File: src/rtl/pool2d_stream_pkg.sv
// Shared constants and elaboration helpers for the streaming 2-D pooling stage.
package pool_pkg;

    localparam logic POOL_MAX = 1'b0;
    localparam logic POOL_AVG = 1'b1;

    function automatic int acc_width(input int data_w, input int k);
        return data_w + 32'sd2 * $clog2(k);
    endfunction

    function automatic bit k_is_legal(input int k);
        return (k == 32'sd2) || (k == 32'sd4);
    endfunction

endpackage

File: src/rtl/pool2d_stream_if.sv
// Input and output valid/ready streams of the pooling stage bundled in one interface.
interface pool2d_stream_if #(
    parameter int DATA_W = 6
);
    logic              in_valid;
    logic [DATA_W-1:0] in_data;
    logic              in_ready;
    logic              out_valid;
    logic [DATA_W-1:0] out_data;
    logic              out_ready;

    modport master (
        output in_valid, in_data, out_ready,
        input  in_ready, out_valid, out_data
    );

    modport slave (
        input  in_valid, in_data, out_ready,
        output in_ready, out_valid, out_data
    );
endinterface

File: src/rtl/pool2d_stream_combine.sv
// Window combine operator shared by the horizontal and vertical stages: max or sum.
module pool_combine
    import pool_pkg::*;
#(
    parameter int ACC_W = 10
) (
    input  logic             mode,
    input  logic [ACC_W-1:0] a,
    input  logic [ACC_W-1:0] b,
    output logic [ACC_W-1:0] y
);

    // Select max or sum according to the frame mode
    always_comb begin
        y = a;
        if (mode == POOL_MAX) begin
            y = (a > b) ? a : b;
        end else begin
            y = a + b;
        end
    end

endmodule

File: src/rtl/pool2d_stream.sv
// Streaming KxK max/average pooler: raster pixels in, one pooled value per window out.
module pool2d_stream
    import pool_pkg::*;
#(
    parameter int DATA_W = 6,
    parameter int IMG_W  = 16,
    parameter int IMG_H  = 16,
    parameter int K      = 2
) (
    input  logic             clk,
    input  logic             rst_n,
    input  logic             mode,
    pool2d_stream_if.slave   s,
    output logic             frame_done
);

    localparam int KB    = $clog2(K);
    localparam int ACC_W = acc_width(DATA_W, K);
    localparam int COL_W = $clog2(IMG_W);
    localparam int ROW_W = $clog2(IMG_H);
    localparam int LB_D  = IMG_W / K;
    localparam int LB_AW = (LB_D > 32'sd1) ? $clog2(LB_D) : 32'sd1;
    localparam int SHIFT = 32'sd2 * KB;

    if (!k_is_legal(K)) begin : g_bad_k
        $error("pool2d_stream: K must be 2 or 4");
    end
    if ((IMG_W % K) != 32'sd0 || (IMG_H % K) != 32'sd0) begin : g_bad_dim
        $error("pool2d_stream: IMG_W and IMG_H must be multiples of K");
    end

    logic [COL_W-1:0]  col_r;
    logic [ROW_W-1:0]  row_r;
    logic [ACC_W-1:0]  h_acc_r;
    logic [ACC_W-1:0]  lb_r [LB_D];
    logic              mode_r;
    logic              out_valid_r;
    logic [DATA_W-1:0] out_data_r;
    logic              last_r;
    logic              frame_done_r;

    logic              accept_s;
    logic              grp_first_s;
    logic              grp_last_s;
    logic [KB-1:0]     row_ph_s;
    logic              load_s;
    logic              frame_end_s;
    logic [LB_AW-1:0]  lb_idx_s;
    logic [ACC_W-1:0]  pix_s;
    logic [ACC_W-1:0]  lb_rd_s;
    logic [ACC_W-1:0]  h_s;
    logic [ACC_W-1:0]  v_s;
    logic [DATA_W-1:0] res_s;

    assign s.in_ready   = !out_valid_r || s.out_ready;
    assign s.out_valid  = out_valid_r;
    assign s.out_data   = out_data_r;
    assign frame_done   = frame_done_r;

    assign accept_s    = s.in_valid && s.in_ready;
    assign grp_first_s = (col_r[KB-1:0] == KB'(0));
    assign grp_last_s  = (col_r[KB-1:0] == KB'(K - 1));
    assign row_ph_s    = row_r[KB-1:0];
    assign load_s      = accept_s && grp_last_s && (row_ph_s == KB'(K - 1));
    assign frame_end_s = (col_r == COL_W'(IMG_W - 1)) && (row_r == ROW_W'(IMG_H - 1));
    assign lb_idx_s    = LB_AW'(col_r >> KB);
    assign pix_s       = ACC_W'(s.in_data);
    assign lb_rd_s     = lb_r[lb_idx_s];

    pool_combine #(.ACC_W(ACC_W)) u_h_comb (
        .mode (mode_r),
        .a    (h_acc_r),
        .b    (pix_s),
        .y    (h_s)
    );

    pool_combine #(.ACC_W(ACC_W)) u_v_comb (
        .mode (mode_r),
        .a    (lb_rd_s),
        .b    (h_s),
        .y    (v_s)
    );

    // Average divides by K*K with a plain shift, so the result is floored
    always_comb begin
        res_s = DATA_W'(v_s);
        if (mode_r == POOL_AVG) begin
            res_s = DATA_W'(v_s >> SHIFT);
        end else begin
            res_s = DATA_W'(v_s);
        end
    end

    // Raster position, horizontal accumulator and frame mode
    always_ff @(posedge clk or negedge rst_n) begin
        if (!rst_n) begin
            col_r   <= {COL_W{1'b0}};
            row_r   <= {ROW_W{1'b0}};
            h_acc_r <= {ACC_W{1'b0}};
            mode_r  <= POOL_MAX;
        end else if (accept_s) begin
            h_acc_r <= grp_first_s ? pix_s : h_s;
            if (col_r == {COL_W{1'b0}} && row_r == {ROW_W{1'b0}}) begin
                mode_r <= mode;
            end
            if (col_r == COL_W'(IMG_W - 1)) begin
                col_r <= {COL_W{1'b0}};
                row_r <= (row_r == ROW_W'(IMG_H - 1)) ? {ROW_W{1'b0}} : row_r + ROW_W'(1);
            end else begin
                col_r <= col_r + COL_W'(1);
            end
        end
    end

    // Line buffer of partial column results; every entry is rewritten on the first row of a band
    always_ff @(posedge clk) begin
        if (accept_s && grp_last_s && row_ph_s != KB'(K - 1)) begin
            lb_r[lb_idx_s] <= (row_ph_s == KB'(0)) ? h_s : v_s;
        end
    end

    // Single-entry output register and end-of-frame pulse
    always_ff @(posedge clk or negedge rst_n) begin
        if (!rst_n) begin
            out_valid_r  <= 1'b0;
            out_data_r   <= {DATA_W{1'b0}};
            last_r       <= 1'b0;
            frame_done_r <= 1'b0;
        end else begin
            frame_done_r <= out_valid_r && s.out_ready && last_r;
            if (load_s) begin
                out_valid_r <= 1'b1;
                out_data_r  <= res_s;
                last_r      <= frame_end_s;
            end else if (s.out_ready) begin
                out_valid_r <= 1'b0;
            end
        end
    end

endmodule

File: src/flat_wrapper.sv
// flat-port wrapper written by rule: the top's interface ports become plain ports
module pool2d_stream_flat import pool_pkg::*;
#(
    parameter int DATA_W = 6,
    parameter int IMG_W  = 16,
    parameter int IMG_H  = 16,
    parameter int K      = 2
)
  (clk, rst_n, mode, frame_done, s_in_valid, s_in_data, s_out_ready, s_in_ready, s_out_valid, s_out_data);
  pool2d_stream_if #(.DATA_W(DATA_W)) s_i ();
  input  logic clk;
  input  logic rst_n;
  input  logic mode;
  output logic frame_done;
  input wire logic [$bits(s_i.in_valid)-1:0] s_in_valid;
  input wire logic [$bits(s_i.in_data)-1:0] s_in_data;
  input wire logic [$bits(s_i.out_ready)-1:0] s_out_ready;
  output wire logic [$bits(s_i.in_ready)-1:0] s_in_ready;
  output wire logic [$bits(s_i.out_valid)-1:0] s_out_valid;
  output wire logic [$bits(s_i.out_data)-1:0] s_out_data;
  assign s_i.in_valid = s_in_valid;
  assign s_i.in_data = s_in_data;
  assign s_i.out_ready = s_out_ready;
  assign s_in_ready = s_i.in_ready;
  assign s_out_valid = s_i.out_valid;
  assign s_out_data = s_i.out_data;
  pool2d_stream #(.DATA_W(DATA_W), .IMG_W(IMG_W), .IMG_H(IMG_H), .K(K)) u_core (.clk(clk), .rst_n(rst_n), .mode(mode), .s(s_i), .frame_done(frame_done));
endmodule
File: config.mk
export PLATFORM = sky130hd
export DESIGN_NAME = pool2d_stream_flat
export DESIGN_NICKNAME = d
export VERILOG_FILES = /design/src/rtl/pool2d_stream_pkg.sv /design/src/rtl/pool2d_stream_if.sv /design/src/rtl/pool2d_stream_combine.sv /design/src/rtl/pool2d_stream.sv /design/src/flat_wrapper.sv
export SDC_FILE = /design/constraint.sdc
export NUM_CORES = 1
export LEC_CHECK = 0
export ABC_CLOCK_PERIOD_IN_PS = 6710
export CELL_PAD_IN_SITES_DETAIL_PLACEMENT = 1
export CELL_PAD_IN_SITES_GLOBAL_PLACEMENT = 1
export CORE_UTILIZATION = 54
export DETAILED_ROUTE_END_ITERATION = 8
export PLACE_DENSITY_LB_ADDON = 0.25
export SYNTH_ARGS = -nofsm -noshare
export SYNTH_HDL_FRONTEND = slang
export SYNTH_SLANG_ARGS = --single-unit
export TNS_END_PERCENT = 50
File: constraint.sdc
create_clock -name clk -period 6.71 [get_ports clk]
set_input_delay 1.0065 -clock clk [delete_from_list [all_inputs] [get_ports clk]]
set_output_delay 1.0065 -clock clk [all_outputs]
set_load 0.02 [all_outputs]
After elaboration in Yosys (flattened, before gate mapping). Memories as Yosys holds them, arrays and structs flattened. Cells that the tools add are included.

Bits in registers: 26. Bits in latches: 0. Memory bits (writable): 64. Memory bits (read-only): 0. Input bits: 11. Output and inout bits: 9. Word-level logic and storage cells: 46. Memories: 1.

$add $sub $neg: 4. Multiply operators: 0. Div/mod/pow operators: 0. Magnitude comparators: 2. Eq/ne operators: 2. Shift-type cells: 0. Mux-type cells: 13. Bitwise gates (word level): 1. Reductions and logical operators: 15.

Memory list: u_core.lb_r (words 8, bits a word 8, rd ports 1, clocked after Yosys merged registers in 0, wr ports 1, line pool2d_stream.sv:35) `logic [ACC_W-1:0] lb_r [LB_D];`.

Operators by type and width (count): two-way mux 8 bit (6); adder 4 x 1 -> 4 bit (second input constant) (2); adder 8 x 6 -> 8 bit (1); adder 8 bit (1); equality test 4 bit (second input constant) (2); > comparator 8 x 6 -> 1 bit (1); > comparator 8 bit (1); logical AND 1 bit (8); logical NOT 4 bit (2); two-way mux 4 bit (2); two-way mux 6 bit (1); two-way mux 1 bit (4); AND reduction 2 bit (2); nonzero test 2 bit (1); logical NOT 1 bit (1); logical OR 1 bit (1); NOT 1 bit (1).

Longest topological paths before layout. Gate-level depths: netlist (run 1).

Word-level depth: 7. Depth in mapped cells: 20. Mapped depth without buffers: 18.

Cells and area by module. From an unflattened synthesis (run 1), not the netlist that was laid out.

Cells, all modules: 450. Area, all modules: 5275.1 sq um.

Modules (own cells, without submodules): pool2d_stream (instances 1, cells each 268, area an instance 3888.7 sq um, seq. area each 2572.5 sq um); pool_combine (u_core.u_h_comb) (instances 1, cells each 98, area an instance 706.9 sq um, seq. area each 0.0 sq um); pool_combine (u_core.u_v_comb) (instances 1, cells each 84, area an instance 679.4 sq um, seq. area each 0.0 sq um).

Least setup slack after synthesis (run 1). Ideal clock, no wire load.

Path type: input to register. Start point: input port s_in_data[5]. End point: memory u_core.lb_r[0][6] (netlist bit), data pin. Setup time: 0.243 ns. Arrival time: 4.744 ns. Setup slack: 1.723 ns. Stages on the path: 16. Path buffers: 1. Cells stage by stage: inv_1 -> ha_1 -> a2111oi_4 -> o21ai_1 -> o21ba_1 -> buf_6 -> mux2i_1 -> and2_1 -> a31oi_1 -> ha_1 -> nor4bb_1 -> nor3b_1 -> a211oi_2 -> o22ai_4 -> mux2_1 -> o221ai_1.

Cells in the longest elaborated chain, start to end: 7. Elaborated cells between the ends (all ways): 9. Classes of those cells: add/sub: 2; order compare: 2; mux: 5.

Ends and longest elaborated chain: start, declared (line flat_wrapper.sv:16) `input wire logic [$bits(s_i.in_data)-1:0] s_in_data;`; > comparator 8 x 6 -> 1 bit (line pool2d_stream_combine.sv:17) `y = (a > b) ? a : b;`; two-way mux 8 bit (line pool2d_stream_combine.sv:17); two-way mux 8 bit * (line pool2d_stream_combine.sv:16) `if (mode == POOL_MAX) begin`; > comparator 8 bit (line pool2d_stream_combine.sv:17); two-way mux 8 bit (line pool2d_stream_combine.sv:17); two-way mux 8 bit (line pool2d_stream_combine.sv:16); two-way mux 8 bit * (line pool2d_stream.sv:118) `lb_r[lb_idx_s] <= (row_ph_s == KB'(0)) ? h_s : v_s;`; end, declared (line pool2d_stream.sv:35).

Every way passes the cells marked *; elsewhere a longest branch is shown, timed or not.

Final worst setup path (run 1). Same ends and word-level chain as after synthesis.

==> summary by stage, run 1 <==
Layout
After the last flow step, the layout net total stands at just over 500. Leaving out fill and tap cells, the most frequent cell in the layout is sky130_fd_sc_hd__edfxtp_1. The fraction of final layout cells sized beyond drive strength 1 is 0.0941. The count of fill cells added during filler insertion is between 1k and 1.5k. The diode insertion count for antenna repair is 0. Leaving out fill and tap cells, the most frequent cells in the layout are sky130_fd_sc_hd__edfxtp_1 (64), sky130_fd_sc_hd__nand2_1 (42), sky130_fd_sc_hd__nor2_1 (32). The area growth from synthesis to layout is 8.75%.

Yosys
When the netlist entered floorplanning its net count stood at 497. The count of flip-flops with a built-in enable after synthesis is 64. The async set or reset register ratio after synthesis is 0.289.

The synthesized area per cell is 11.5 µm². The post-synthesis sequential area ratio is 0.494. The cell area after synthesis is 5200 µm². The synthesized design contains 90 register bits. The synthesized instance count is 454. The leading register cell type out of synthesis is sky130_fd_sc_hd__edfxtp_1. Yosys printed 0 warnings. The number of distinct library cells after synthesis is 69.

Status
The flow ran to the end, and the final reports show no timing, DRC or antenna violations.

Flow run
Max-cap violations in this run came to 0.

Clock network
The clock root buffer is sky130_fd_sc_hd__clkbuf_8. The number of hold buffers added after CTS was 0. Clock tree synthesis found a total of 90 sinks. The clock transition at the registers of the reported paths is 0.09 ns. The clock tree synthesis step divided the H-tree into 3 levels. The CTS tree is built. Counting along the longest clock path gives a buffer depth of 2.

At the later pin of the worst-skew pair, clock insertion delay measures ~0.38 ns. The TritonCTS buffer count is 9. After clock tree synthesis, the setup repair step added 0 buffers. The post-cts repair resize count is 0.

Global route
The global router's overall resource usage is 0.302. The first global-routing pass estimated between 20000 and 25000 µm of wire. The number of antenna violations at the first check in global routing is 0. The number of global-route vias before repair was 4015.

Entering global routing, the biggest net connects 33 pins. The total congestion overflow after global routing is 0.

STA
Static timing analysis puts the maximum clock frequency at between 150 and 200 MHz. The relative slew slack is 0.319. The count of final hold-check violations was 0. Setup repair after global routing left no endpoint under its margin. The final total negative setup slack is 0 ns. The final clock skew is 0.0212 ns. Setup violations remaining at the end of the flow were counted as 0. The minimum clock period after layout is 6.19 ns. In the finished design, the share of the clock period the worst path needs comes to 0.923. The final max-slew violation count was 0.

Setup slack closes at 0.520 ns. The worst-margin pin slew is 1.02 ns.

Placed design
Summed over all nets, the half-perimeter wirelength after detailed placement is 10200 µm. The number of buffers inserted by port buffering is 19. The worst setup timing slack at the placement stage is 0.145 ns. The congestion estimate from routability-driven global placement came to 0.964.

Route
The average wire length per cell after detail routing is 23.3 µm. The routed design has between 10000 and 15000 µm of wire. The final route contains 3766 vias. The pre-antenna-repair detailed-routing pass consisted of 5 iterations.

In this run the remaining antenna-violating nets after routing total 0. The detail-routed via count per cell is 6.20. The number of DRC markers in iteration 0 is 181.

The post-detailed-route DRC marker count is 0.

Floorplanning
The standard-cell row count is 35. The die covers 10000 µm². The die width is around 100 µm. 20 I/O pins were placed. The floorplan step defined a core boundary enclosing about 9300 µm². The initial core utilization is 0.561. From bottom edge to top edge, the die measures 100 µm.

Critical path
STA classifies the critical path endpoint as a flip-flop. Of all nets on the critical path, the largest fanout is 10. STA classifies the critical path startpoint as an input port.

Data on the critical path is required at its endpoint by 6.79 ns. The type of the worst setup path is in2reg. The data arrival time of the worst path is 6.27 ns.

Hold path
The path category of the worst min-delay check is reg2reg.
routing by layer:
| layer | up-vias | wire (µm) | GRT usage |
|---|---|---|---|
| met4 | 0 | 344 | 0.115 |
| met1 | 1903 | 6130 | 0.395 |
| met3 | 34 | 636 | 0.0501 |
| met2 | 114 | 7010 | 0.506 |
| li1 | 1715 | - | - |
| met5 | - | 0 | 0 |
cell usage after synthesis, types with 6 or more instances:
cell type | number | area [µm²]
sky130_fd_sc_hd__inv_1 | 29 | 109
sky130_fd_sc_hd__nand2_1 | 42 | 158
sky130_fd_sc_hd__nor3_1 | 7 | 35.0
sky130_fd_sc_hd__o21ai_0 | 25 | 125
sky130_fd_sc_hd__xnor2_1 | 9 | 78.8
sky130_fd_sc_hd__a21oi_1 | 25 | 125
sky130_fd_sc_hd__edfxtp_1 | 64 | 1920
sky130_fd_sc_hd__nor2_1 | 32 | 120
sky130_fd_sc_hd__a31oi_1 | 6 | 37.5
sky130_fd_sc_hd__nand3_1 | 9 | 45.0
sky130_fd_sc_hd__ha_1 | 30 | 375
sky130_fd_sc_hd__dfrtp_1 | 26 | 651
sky130_fd_sc_hd__mux2i_1 | 29 | 290
sky130_fd_sc_hd__xor2_1 | 6 | 52.6
area by class of cell:
| cell class | instances | area [µm²] | area share |
|---|---|---|---|
| Multi-Input combinational cell | 315 | 2370 | 0.419 |
| Clock buffer | 9 | 124 | 0.0219 |
| Clock inverter | 7 | 68.8 | 0.0122 |
| Timing Repair Buffer | 27 | 250 | 0.0442 |
| Inverter | 30 | 113 | 0.0199 |
| Tap cell | 129 | 161 | 0.0285 |
| Sequential cell | 90 | 2570 | 0.454 |
final timing paths:
path                            slack (ns)               from  cells past startpoint           endpoint
max in group asynchronous             5.42              rst_n                      2    u_core.col_r[2]
worst max register to register        1.34  u_core.h_acc_r[5]                     15  u_core.lb_r[0][6]
worst min register to register        0.53      u_core.last_r                      2      u_core.last_r
min in group asynchronous             1.01              rst_n                      2  u_core.h_acc_r[2]
worst min-delay path                  0.53      u_core.last_r                      2      u_core.last_r
worst max-delay path                  0.52       s_in_data[5]                     17  u_core.lb_r[0][6]
flip-flops by register name, summed over array words and instances, names as in the netlist:
name and flops:
u_core.col_r 4, u_core.frame_done 1, u_core.h_acc_r 8, u_core.last_r 1, u_core.lb_r 64, u_core.mode_r 1
u_core.row_r 4, u_core.s.out_data 6, u_core.s.out_valid 1
worst max-delay path: stages:
cell	delay, ns
sky130_fd_sc_hd__clkdlybuf4s50_1	0.57
sky130_fd_sc_hd__inv_1	0.07
sky130_fd_sc_hd__ha_1	0.45
sky130_fd_sc_hd__nand4bb_1	0.24
sky130_fd_sc_hd__o21ai_1	0.24
sky130_fd_sc_hd__o21ba_1	0.38
sky130_fd_sc_hd__mux2i_1	0.28
sky130_fd_sc_hd__and2_1	0.15
sky130_fd_sc_hd__a31oi_1	0.04
sky130_fd_sc_hd__buf_4	0.20
sky130_fd_sc_hd__ha_1	0.34
sky130_fd_sc_hd__nor4bb_1	0.57
sky130_fd_sc_hd__nor3b_1	0.33
sky130_fd_sc_hd__a211oi_2	0.15
sky130_fd_sc_hd__o22ai_4	0.36
sky130_fd_sc_hd__mux2_1	0.38
sky130_fd_sc_hd__o221ai_1	0.52
stage by stage:
step / cells / hold slack [ns] / area [µm²] / util
after floorplan: 454 / 0.436 / 5200 / -
after global placement: 591 / 0.468 / 5470 / 0.589
after detailed placement: 591 / 0.506 / 5470 / 0.589
after CTS: 607 / 0.528 / 5660 / 0.610
after global routing: 607 / 0.546 / 5660 / 0.610
final: 607 / 0.528 / 5660 / 0.610
cells by family after synthesis:
| kind of cell | after synthesis | synth area share |
|---|---|---|
| compound gates | 104 | 0.139 |
| xor+xnor | 15 | 0.0252 |
| fa+ha+maj | 32 | 0.0798 |
| buf+inv | 49 | 0.0502 |
| flops | 90 | 0.494 |
| mux | 42 | 0.0990 |
| simple gates | 122 | 0.112 |
Power of run 1 is not shown: default switching activity piles up to over one toggle a cycle in this logic, so the estimate is an artifact.
==> inputs of run 2 (changes only) <==
--- a/config.mk
+++ b/config.mk
@@ -5,7 +5,7 @@
 export SDC_FILE = /design/constraint.sdc
 export NUM_CORES = 1
 export LEC_CHECK = 0
-export ABC_CLOCK_PERIOD_IN_PS = 6710
+export ABC_CLOCK_PERIOD_IN_PS = 7800
 export CELL_PAD_IN_SITES_DETAIL_PLACEMENT = 1
 export CELL_PAD_IN_SITES_GLOBAL_PLACEMENT = 1
 export CORE_UTILIZATION = 54
==> constraint.sdc (replaced) <==
create_clock -name clk -period 7.8 [get_ports clk]
set_input_delay 1.17 -clock clk [delete_from_list [all_inputs] [get_ports clk]]
set_output_delay 1.17 -clock clk [all_outputs]
set_load 0.02 [all_outputs]
==> summary by stage, run 2 (synthesis gave the netlist of run 1 again) <==
Clock network
The H-tree level count is 3 (unchanged). The number of hold-repair buffers added at the cts stage is 0 (unchanged). The TritonCTS buffer count came to 9 (unchanged). The clock insertion delay at the later pin of the skew report is 0.37 ns (about the same). The post-cts repair resize count is 0 (unchanged). The clock transition at the registers of the reported paths is 0.10 ns (about the same).

TritonCTS built the clock tree. The maximum clock path buffer count is 2 (unchanged). The number of post-CTS setup repair buffers is 0 (unchanged).

The number of clock sinks is 90 (unchanged). In this run the clock root is driven by a sky130_fd_sc_hd__clkbuf_8.

Layout
The number of nets in the finished design is 513 (-0.58%). In the layout the commonest cells are sky130_fd_sc_hd__edfxtp_1 (64), sky130_fd_sc_hd__nand2_1 (42), sky130_fd_sc_hd__nor2_1 (32). The fraction of final layout cells sized beyond drive strength 1 is 0.0884 (-0.00572).

Compared with the post-synthesis result, the final layout area differs by 8.51%. The flip-flop count of the largest register, all copies and words added is 64 (unchanged). The count of fill cells added during filler insertion is 988 (-1.4%).

The most common library cell in the layout ignoring fill and taps is sky130_fd_sc_hd__edfxtp_1. More flip-flops sit in one register than any other, and that register is u_core.lb_r. The diode insertion count for antenna repair came to 0 (unchanged).

STA
The final max-slew violation count is 0 (unchanged). The highest achievable clock rate is 153 MHz. The setup violation total in the final timing report is 0 (unchanged).

The final total negative setup slack is 0 ns (unchanged). The final clock skew is 0.00441 ns (-0.0168 ns). The count of final hold-check violations is 0 (unchanged). The post-route fraction of the period consumed by the critical path is 0.837. The relative slew slack is 0.304 (-0.0148). The worst-margin pin slew is 1.04 ns (+0.0222 ns). The clock period could shrink to 6.53 ns. Setup repair after global routing left no endpoint under its margin.

Critical path
The top fanout value on the critical path is 15 (+5). The worst setup path is launched from an input port. The worst stage delay on the critical path is 0.57 ns (about the same).

Walking the worst path, the cells encountered are clkdlybuf4s50_1, inv_1, ha_1, a2111oi_4, o21ai_1, o21ba_1, mux2i_1, and2_1, a31oi_1, ha_1, nor4bb_1, nor3b_1, a211oi_2, o22ai_4, mux2_1, o221ai_1. The launch point of the worst path is s_in_data[5]. The number of cell instances on the worst register-to-register path is 14 (-1). The data arrival time of the worst path is 6.62 ns (+0.35 ns). STA classifies the critical path endpoint as a flip-flop. The critical path is of the in2reg type. The most used cell along the critical path is sky130_fd_sc_hd__ha_1. In this run the critical register-to-register path is launched from u_core.h_acc_r[5]. The data required time of the worst path is 7.90 ns (+1.11 ns). The slowest stage of the critical path belongs to the cell sky130_fd_sc_hd__nor4bb_1.

Global route
The number of global-route vias before repair is 3831 (-4.6%). The global-route wire length before repair is 20600 µm (-7.2%). The global router's overall resource usage came to 0.278 (-0.0240). The number of antenna violations at the first check in global routing is 0 (unchanged). The total congestion overflow after global routing is 0 (unchanged). The pin count of the biggest net entering global routing is 33 (unchanged).

Route
The overall routed net length was 13000 µm (-7.6%). The detail-routed via count per cell is 6.06 (-2.3%). The post-detailed-route DRC marker count was 0 (unchanged).

The number of DRC markers in iteration 0 is 226 (+25%). The total vias in the final route is 3662 (-2.8%). The average wire length per cell after detail routing was 21.6 µm (-7.1%). The iteration count of the initial detailed-routing pass was 4 (-1). The count of nets left with antenna violations after detail routing is 0 (unchanged).

Placed design
The HPWL reported at the end of detailed placement was 9470 µm (-7.2%). The global placer's final weighted congestion is 0.936 (-3.0%). The number of buffers inserted by port buffering came to 19 (unchanged).

Floorplanning
The initial core utilization is 0.561 (unchanged). The die outline height is 100 µm (unchanged). The area of the die is 10000 µm² (unchanged).

The standard-cell row count is 35 (unchanged). The top-level I/O count is 20 (unchanged). The die width came to 100 µm (unchanged). The floorplan core area came to 9280 µm² (unchanged).

Flow run
The number of max-capacitance violations reported came to 0 (unchanged).

Hold path
The worst hold path depth is 2 (unchanged). The worst hold path begins at u_core.last_r. The path class of the tightest hold or removal check is reg2reg.

Status
The flow ran to the end, and the final reports show no timing, DRC or antenna violations.
[run 2: cell count changes in the layout (fill, tap and decap cells not counted)]
cell                         before  now
sky130_fd_sc_hd__buf_4            8    5
sky130_fd_sc_hd__inv_6            3    0
sky130_fd_sc_hd__inv_8            1    4
sky130_fd_sc_hd__clkinv_4         0    2
sky130_fd_sc_hd__clkinvlp_4       2    0
[run 2: critical path: cells and delay by family]
family                   cells  cell delay (ns)
AO/OA/AOI/OAI                7             2.38
adder cells (fa/ha/maj)      2             0.78
buffers and inverters        2             0.62
AND/OR/NAND/NOR              3             1.11
multiplexers                 2             0.56
[run 2: per-layer routing]
metal / global-route usage / up-vias / wire, µm
met5: 0 / - / 0
met4: 0.0948 / 0 / 262
met3: 0.0543 / 20 / 675
met2: 0.466 / 95 / 6320
met1: 0.363 / 1838 / 5780
li1: - / 1709 / -
[run 2: final timing paths]
check                               endpoint  slack, ns
max in group asynchronous    u_core.row_r[3]       6.34
setup / recovery           u_core.lb_r[2][6]       1.27
min in group asynchronous  u_core.h_acc_r[3]       1.18
hold / removal                 u_core.last_r       0.51
setup reg to reg           u_core.lb_r[2][6]       2.25
hold reg to reg                u_core.last_r       0.51
[run 2: per-stage QoR]
step                 util  instances  area [µm²]  setup slack (ns)  hold slack (ns)
finish              0.608        604        5650              1.27            0.511
global route        0.608        604        5650             0.976            0.546
CTS                 0.608        604        5650              1.36            0.521
detailed placement  0.587        588        5450              1.01            0.498
global placement    0.587        588        5450              1.46            0.462
floorplan               -        454        5200              2.65            0.436
[run 2: area by class of cell]
type	instances	area, µm²	area share
Multi-Input combinational cell	315	2370	0.420
Timing Repair Buffer	24	228	0.0403
Clock buffer	9	124	0.0219
Tap cell	129	161	0.0286
Clock inverter	7	78.8	0.0140
Inverter	30	113	0.0199
Sequential cell	90	2570	0.455
Power of run 2 is left out for the same reason.
==> edit, RTL diff (flow settings as in run 1) <==
`IMG_W` is set to 16 in 2 places; all go to 8.
--- a/src/rtl/pool2d_stream.sv
+++ b/src/rtl/pool2d_stream.sv
@@ -5,3 +5,3 @@
     parameter int DATA_W = 6,
-    parameter int IMG_W  = 16,
+    parameter int IMG_W  = 8,
     parameter int IMG_H  = 16,
--- a/src/flat_wrapper.sv
+++ b/src/flat_wrapper.sv
@@ -4,3 +4,3 @@
     parameter int DATA_W = 6,
-    parameter int IMG_W  = 16,
+    parameter int IMG_W  = 8,
     parameter int IMG_H  = 16,
Function: same outputs for any inputs over 10 cycles, from zero or initial values and one cycle with rst_n low; that may be too few to reach the edited logic, so the function may still have changed.
==> edit against run 1 <==
  * Wire length is 29% lower
  * Synthesized area shrank 28%
  * Worst setup slack better by 150 ps
  * Sequential cell count shrank 33
  * Utilization grew 1.1 points
  * Design area is 26% lower
  * Non-clock buffer count down 6
  * Highest routed layer unchanged
Power is not shown: default switching activity piles up to over one toggle a cycle in this logic, so the estimate is an artifact.
==> edit: results <==
[outcome]
status = "complete, no violations"

[place]
hpwl_um = 7490
globalplace.congestion = 1.01
place_ws_ps = 441
dpl_cell_area_mm2 = 0.00403

[synthesis]
synth_commonest_cells = "33 x nand2_1, 32 x edfxtp_1, 31 x ha_1, 25 x dfrtp_1, 21 x inv_1"
syn-num-nets = 393
synth-edff-count = 32
yosysUniqueCellTypes = 66
syn_area_per_cell_um2 = 10.8
ys_async_sr_fraction = 0.439

[cts]
clk_latency_ps = 350

[timing]
whs_ps = 483
max_slew_margin = 0.407
fin_skew_ps = 10.6

[global_routing]
grt_use_met1 = 0.401
first_global_vias = 3107
grt_max_degree = 26
grt_pass1_wl_um = 16300
grt_use_met2 = 0.481
gr-usage-met3 = 0.0693
grtUsageTotal = 0.301

[drt]
wl_met2_um = 4690
drt-total-wl_um = 10100
wl_per_cell_um = 22.2
drtIter0Drc = 160
wl_met1_um = 4500

[critical_path]
critPathMaxFanout = 6
endpoint = "u_core.lb_r[1][1]$_DFFE_PP_"

[finish]
fillers = 736

[min_path]
hp-start = "u_core.s.out_data[2]$_DFFE_PN0P_"
min_to = "u_core.s.out_data[2]$_DFFE_PN0P_"
[edit: layout make-up]
type / count / area [um2] / area share
tap: 80 / 100 / 0.0239
clock inverter: 6 / 35.0 / 0.00836
sequential: 57 / 1590 / 0.379
multi-input combinational: 257 / 2050 / 0.490
timing repair buffer: 21 / 205 / 0.0490
clock buffer: 10 / 128 / 0.0304
inverter: 22 / 82.6 / 0.0197
[edit: critical path: stages]
cell and delay, ps:
clkdlybuf4s50_1 550, inv_1 60, ha_1 400, a2111oi_4 500, mux2_4 240, nand2b_4 160
mux2i_1 310, o21ai_1 230, ha_1 530, nor2_1 130, nor4bb_1 160, a31oi_1 440
and4_1 320, a22oi_4 100, a32oi_1 390, a21oi_1 80, a21oi_1 500
[edit: cell families (layout without fill, tap and decap cells)]
family          after synthesis  count (layout)  share of synthesized area
simple gates                 99              99                      0.143
compound gates               88              88                      0.167
flops                        57              57                      0.420
buf+inv                      35              59                     0.0351
fa+ha+maj                    33              33                      0.113
mux                          25              25                     0.0928
xor+xnor                     12              12                     0.0279
